### src/rtl/sensor_ctrl.sv
// Sensor frame capture: enables the sensor, stores words into a local buffer, interrupts when full.
// Optional: define SENSOR_CTRL_HALF_IRQ_EN for a one-cycle interrupt pulse at half frame.
module sensor_ctrl #(
  parameter int unsigned DEPTH  = 64,
  parameter int unsigned DATA_W = 32,
  parameter int unsigned AW     = $clog2(DEPTH)
) (
  input  logic              clk,
  input  logic              rst_n,
  input  logic              sctrl_en,
  input  logic              sctrl_clear,
  input  logic [AW:0]       sctrl_addr,
  output logic [DATA_W-1:0] sctrl_out,
  output logic [AW:0]       sctrl_count,
  output logic              sctrl_interrupt,
  output logic              sensor_en,
  input  logic              sensor_ready,
  input  logic [DATA_W-1:0] sensor_out
);

  typedef enum logic [1:0] {IDLE, FILL, FULL} state_t;

  localparam logic [AW-1:0] PTR_ONE   = AW'(1);
  localparam logic [AW:0]   CNT_ONE   = (AW+1)'(1);
  localparam logic [AW:0]   CNT_LAST  = (AW+1)'(DEPTH - 1);
`ifdef SENSOR_CTRL_HALF_IRQ_EN
  localparam logic [AW:0]   CNT_HALF1 = (AW+1)'(DEPTH / 2 - 1);
`endif

  state_t              state, state_d;
  logic [AW-1:0]       wr_ptr, wr_ptr_d;
  logic [AW:0]         count_d;
  logic                wr_en;
  logic                sensor_en_d;
  logic                irq_d;
  logic [DATA_W-1:0]   mem [DEPTH];

  // State, pointer and registered output flops
  always_ff @(posedge clk or negedge rst_n) begin
    if (!rst_n) begin
      state           <= IDLE;
      wr_ptr          <= '0;
      sctrl_count     <= '0;
      sensor_en       <= 1'b0;
      sctrl_interrupt <= 1'b0;
    end else begin
      state           <= state_d;
      wr_ptr          <= wr_ptr_d;
      sctrl_count     <= count_d;
      sensor_en       <= sensor_en_d;
      sctrl_interrupt <= irq_d;
    end
  end

  // Next-state, capture and output decode; clear overrides everything, including a coincident write
  always_comb begin
    state_d  = state;
    wr_ptr_d = wr_ptr;
    count_d  = sctrl_count;
    wr_en    = (state == FILL) && sensor_en && sensor_ready && !sctrl_clear;

    if (sctrl_clear) begin
      state_d  = sctrl_en ? FILL : IDLE;
      wr_ptr_d = '0;
      count_d  = '0;
    end else begin
      case (state)
        IDLE: begin
          if (sctrl_en) state_d = FILL;
        end
        FILL: begin
          if (wr_en) begin
            wr_ptr_d = wr_ptr + PTR_ONE;
            count_d  = sctrl_count + CNT_ONE;
            if (sctrl_count == CNT_LAST) state_d = FULL;
            else if (!sctrl_en)          state_d = IDLE;
          end else if (!sctrl_en) begin
            state_d = IDLE;
          end
        end
        FULL: begin
          state_d = FULL;
        end
        default: begin
          state_d = IDLE;
        end
      endcase
    end

    // sensor_en rises one cycle after FILL is entered but falls together with leaving FILL
    sensor_en_d = (state == FILL) && (state_d == FILL);
    irq_d       = (state_d == FULL);
`ifdef SENSOR_CTRL_HALF_IRQ_EN
    if (wr_en && (sctrl_count == CNT_HALF1)) irq_d = 1'b1;
`endif
  end

  // Frame buffer storage; contents survive reset
  always_ff @(posedge clk) begin
    if (wr_en) mem[wr_ptr] <= sensor_out;
  end

  // Synchronous read port; out-of-range addresses read as zero, same-cycle write returns old data
  always_ff @(posedge clk or negedge rst_n) begin
    if (!rst_n) sctrl_out <= '0;
    else        sctrl_out <= sctrl_addr[AW] ? '0 : mem[sctrl_addr[AW-1:0]];
  end

endmodule
### config.mk
export PLATFORM = sky130hd
export DESIGN_NAME = sensor_ctrl
export DESIGN_NICKNAME = d
export VERILOG_FILES = /design/src/rtl/sensor_ctrl.sv
export SDC_FILE = /design/constraint.sdc
export NUM_CORES = 2
export LEC_CHECK = 0
export ABC_AREA = 0
export BUFFER_PORTS_ARGS = -buffer_cell sky130_fd_sc_hd__buf_2
export CAP_MARGIN = 40
export CORE_ASPECT_RATIO = 1.1
export CORE_MARGIN = 4
export CORE_UTILIZATION = 35
export DETAILED_ROUTE_END_ITERATION = 10
export SYNTH_ARGS = -nofsm -noshare
export SYNTH_HDL_FRONTEND = slang
export SYNTH_SLANG_ARGS = --single-unit
### constraint.sdc
create_clock -name clk -period 6.5 [get_ports clk]
set_input_delay 0.975 -clock clk [delete_from_list [all_inputs] [get_ports clk]]
set_output_delay 0.975 -clock clk [all_outputs]
set_load 0.005 [all_outputs]
# Yosys cells after proc, flatten, opt, wreduce, memory -nomap -nowiden
# Memories as Yosys holds them, arrays and structs flattened.
# Cells that the tools add are included.
# totals
memories	1
latch_bits	0
wordCells	39
mem_bits_rw	2048
inputBits	44
register_bits	49
mem_bits_ro	0
output_inout_bits	41
# mem_list
memory	depth	width	rd	rd_clocked_by_memory_dff	wr	line_no	text
mem	64	32	1	0	1	36	logic [DATA_W-1:0] mem [DEPTH];
# classes
add_sub_neg	2
n_eq_ne	5
multipliers	0
shift	0
n_reduce_logical	9
div	0
magnitude_cmp	0
bitwise_logic	0
mux	16
# op_table
cell	n
2-to-1 mux 32 bit	1
2-to-1 mux 7 bit	3
2-to-1 mux 6 bit	3
2-to-1 mux 2 bit	5
adder 7 x 1 -> 7 bit (second input constant)	1
equality test 7 x 6 -> 1 bit (second input constant)	1
adder 6 x 1 -> 6 bit (second input constant)	1
one-hot mux 2 bit (3 select lines)	1
equality test 2 x 1 -> 1 bit (second input constant)	2
equality test 2 bit (second input constant)	2
logical AND 1 bit	4
nonzero test 2 bit	2
2-to-1 mux 1 bit	3
zero test 2 bit	1
AND reduction 2 bit	1
zero test 1 bit	1

# Logic depth before layout (Yosys ltp)
# logic_depth
ltp_word	9
ltp_mapped	10
ltp_nobuf	5

# Worst setup path after synthesis
# Ideal clock, no wire load.
# synth_timing
path_kind	input to register
start	input sensor_ready
end	memory mem[63][0], enable pin
t_required_ns	6.039
n_path_buf	0
stages	4
setup_ns	0.461
slack_ns	2.329
t_arrival_ns	3.710
path_cell_list	and4b_1 nor2b_1 nand2_1 nor3_1
# synth_between
elab_chain_len	4
# synth_lines
element	line_no	text
start, declared	17	input logic sensor_ready,
logical AND 1 bit (2 in series)	60	wr_en = (state == FILL) && sensor_en && sensor_ready && !sctrl_clear;
2-to-1 mux 1 bit	100	if (wr_en) mem[wr_ptr] <= sensor_out;
2-to-1 mux 1 bit (implied by the code)	100	
end, declared	36	
# Every way passes these cells.

# Worst setup path in the final report
# layout_timing
start	register state[1]
end	memory mem[22][3], enable pin
# layout_between
elab_chain_len	6
# layout_lines
element	line_no	text
start, declared	30	state_t state, state_d;
start signal, assigned	47	state <= state_d;
equality test 2 x 1 -> 1 bit	60	
logical AND 1 bit (3 in series)	60	
2-to-1 mux 1 bit	100	
2-to-1 mux 1 bit (implied by the code)	100	
# Every way passes these cells.

==> flow_metrics.tcl <==
set metrics [dict create \
    initial_core_util_pct 35.3 \
    finalSetupTns_ns 0 \
    area_delta_synth_final_pct 15.7 \
    ys_warn_count 0 \
    fin_util_pct 40.9 \
    syn_area_um2 80100 \
    wirelength_mm 196 \
    pin_count 85 \
    insertion_delay_ns 0.83 \
    outcome "completed" \
    die_area_um2 237000 \
    fillers 19595 \
    core_area_um2 227000 \
    final_layout_size_suffix_gt1_share_pct 30.8 \
    instances_no_fill 6940 \
    drc 0 \
    power_leakage_nw 28.9 \
    clock_sinks 2097 \
    final_hold_viol_count 0 \
    peakVddDrop_uv 252 \
    max_freq_mhz 263 \
    io_buffers 84 \
    synth_edf_count 2048 \
    relSlewSlack_pct 31.7 \
    period_share_pct 58.6 \
    postCtsSetupRepairBufs 0 \
    cts_buffer_depth 3 \
    num-nets-final 3752 \
    drtPass1Iterations 6 \
    synth_cells 3424 \
    place_hpwl_mm 119 \
    yosysUniqueCellTypes 53 \
    cts_root_buf "clkbuf_16" \
    avgRoutedWirePerCell_um 28.3 \
    drv_cap 0 \
    fin_crit_ns 3.81 \
    cts_resized 0 \
    worstSetupPathType "reg2reg" \
    numCtsBuffers 206 \
    slew_violations 0 \
    antenna_found_initial 27 \
    critical_path.max_fanout 20 \
    syn_avg_cell_area_um2 23.4 \
    synth_flop_cell "edfxtp_1" \
    fin_worst_skew_ns 0.0375 \
    worstPathArrival_ns 4.27 \
    grt_max_degree 94 \
    grt_pass1_wl_mm 283 \
    placed_cells 6550 \
    cts.clk_slew.worst_paths_ns 0.06 \
    num_rows 183 \
    cts_hold_buf 0 \
    tightest_slew_ns 1.02 \
    hp-class "in2async" \
    end_kind "flop" \
    routabilityCongestion 0.804 \
    overflow 0 \
    antenna_left 0 \
    fp.dieH_um 510 \
    htreeDepth 4 \
    first_iter_violations 4210 \
    grt_pass1_vias 37594 \
    rsz0062_at_grt "false" \
    p_per_area_nw_per_um2 301 \
    fp.dieW_um 464 \
    viasPerCell 5.32 \
    syn_nets 3470 \
    synth-seq-cells 2097 \
    yosysSeqAreaShare_pct 78.3 \
    synthArstFlopShare_pct 2.34 \
    setup_viol 0 \
    cp_data_required_time_ns 6.97 \
    startpoint_type "flop" \
    cts_tree "built" \
    gr-usage-all-layers_pct 16.5 \
    vias 36939 \
]
-- metrics by stage --
step	hold WS, ns	setup WS, ns	power (mW)	instance area, um2
global route	0.0291	2.56	28.8	92700
global placement	0.549	1.53	16.5	85100
finish	0.0668	2.69	27.9	92700
detailed placement	0.537	2.09	16.5	86000
floorplan	0.513	2.33	15.8	80100
CTS	0.00622	2.69	28.1	92700
-- where the power goes --
part           leakage, nW  switching, mW  internal, mW
clock                 3.26           5.00          6.69
sequential            19.0         0.0288          14.9
combinational         6.65          0.816         0.485
-- registers in the layout, indices dropped and copies added (netlist names) --
register         cells
wr_ptr               6
state                2
sctrl_count          7
mem               2048
sctrl_out           32
sensor_en            1
sctrl_interrupt      1
-- worst max-delay path, stage by stage, from the launching register on --
cell     delay (ns)
dfrtp_1        0.40
and4b_1        0.58
nor2b_1        0.44
nor2b_1        0.36
nand3_1        0.42
buf_8          0.31
nor2_4         0.46
buf_4          0.44
-- cell usage after synthesis, drive strengths merged (3+ instances only) --
| cell type | count | area, um2 |
|---|---|---|
| a211o | 5 | 43.8 |
| a211oi | 8 | 60.1 |
| a21oi | 24 | 120 |
| a221o | 6 | 60.1 |
| a221oi | 7 | 61.3 |
| a22o | 6 | 52.6 |
| a22oi | 14 | 105 |
| a31oi | 13 | 81.3 |
| and2 | 6 | 37.5 |
| buf | 120 | 733 |
| clkbuf | 63 | 236 |
| dfrtp | 49 | 1230 |
| edfxtp | 2048 | 61500 |
| mux2 | 24 | 270 |
| mux2i | 143 | 1430 |
| mux4 | 549 | 12400 |
| nand2 | 69 | 259 |
| nand2b | 6 | 37.5 |
| nand3 | 20 | 100 |
| nand3b | 4 | 30.0 |
| nand4 | 5 | 31.3 |
| nor2 | 112 | 420 |
| nor2b | 15 | 93.8 |
| nor3 | 13 | 65.1 |
| o2111ai | 4 | 35.0 |
| o211ai | 17 | 128 |
| o21ai | 10 | 50.0 |
| o221ai | 5 | 43.8 |
| o22ai | 18 | 113 |
| or2 | 5 | 31.3 |
| or3 | 3 | 18.8 |
| or4 | 4 | 30.0 |
| xor2 | 7 | 61.3 |
-- per-layer routing --
metal	GRT usage [%]	wire length, um	part of all wire (%)
met5	0	10	0.0051
met4	3.60	3710	1.9
met3	3.40	15600	7.9
met2	26.2	94000	48
met1	23.6	82800	42
-- logic make-up after synthesis --
| logic type | share of synthesized area (%) |
|---|---|
| adder cells (fa/ha/maj) | 0.0312 |
| flip-flops | 78.3 |
| AO/OA/AOI/OAI | 1.30 |
| AND/OR/NAND/NOR | 1.50 |
| XOR/XNOR | 0.0984 |
| multiplexers | 17.6 |
| buffers and inverters | 1.22 |
-- cells in the final DEF, fill, tap and decap left out, types with 12 or more instances in the layout --
| master | instances |
|---|---|
| buf_2 | 79 |
| buf_12 | 46 |
| buf_16 | 12 |
| nand3_1 | 20 |
| o211ai_1 | 17 |
| clkbuf_16 | 211 |
| o22ai_1 | 18 |
| clkinv_1 | 47 |
| nor2b_1 | 14 |
| buf_4 | 114 |
| nand2_1 | 69 |
| edfxtp_1 | 2048 |
| clkinv_2 | 37 |
| a22oi_1 | 14 |
| nor3_1 | 12 |
| mux2_2 | 24 |
| dfrtp_1 | 49 |
| a31oi_1 | 13 |
| a21oi_1 | 24 |
| nor2_4 | 63 |
| bufinv_16 | 16 |
| nor2_1 | 49 |
| mux2i_1 | 143 |
| mux4_2 | 549 |
| clkbuf_1 | 48 |
-- final cells by class --
| type | count | area (um2) | area share [%] |
|---|---|---|---|
| clock buffers | 268 | 5580 | 6.02 |
| repair buffers | 257 | 2590 | 2.79 |
| clock inverters | 118 | 1070 | 1.16 |
| multi-input cells | 1142 | 16900 | 18.2 |
| diodes | 4 | 10.0 | 0.0108 |
| inverters | 2 | 10.0 | 0.0108 |
| well taps | 3052 | 3820 | 4.12 |
| flip-flops and latches | 2097 | 62700 | 67.7 |
-- final timing paths --
kind | from | end | slack [ns] | cells after the start
hold reg to reg | state[0]$_DFF_PN0_ | sensor_en$_DFF_PN0_ | 0.54 | 2
hold / removal | rst_n | sensor_en$_DFF_PN0_ | 0.07 | 1
setup reg to reg | state[1]$_DFF_PN0_ | mem[22][3]$_DFFE_PP_ | 2.69 | 7
min in group clk | sctrl_en | sensor_en$_DFF_PN0_ | 0.42 | 3
setup / recovery | state[1]$_DFF_PN0_ | mem[22][3]$_DFFE_PP_ | 2.69 | 7
max in group asynchronous | rst_n | sctrl_out[1]$_DFF_PN0_ | 5.34 | 2
No activity file was read; power rests on OpenSTA's default activity.
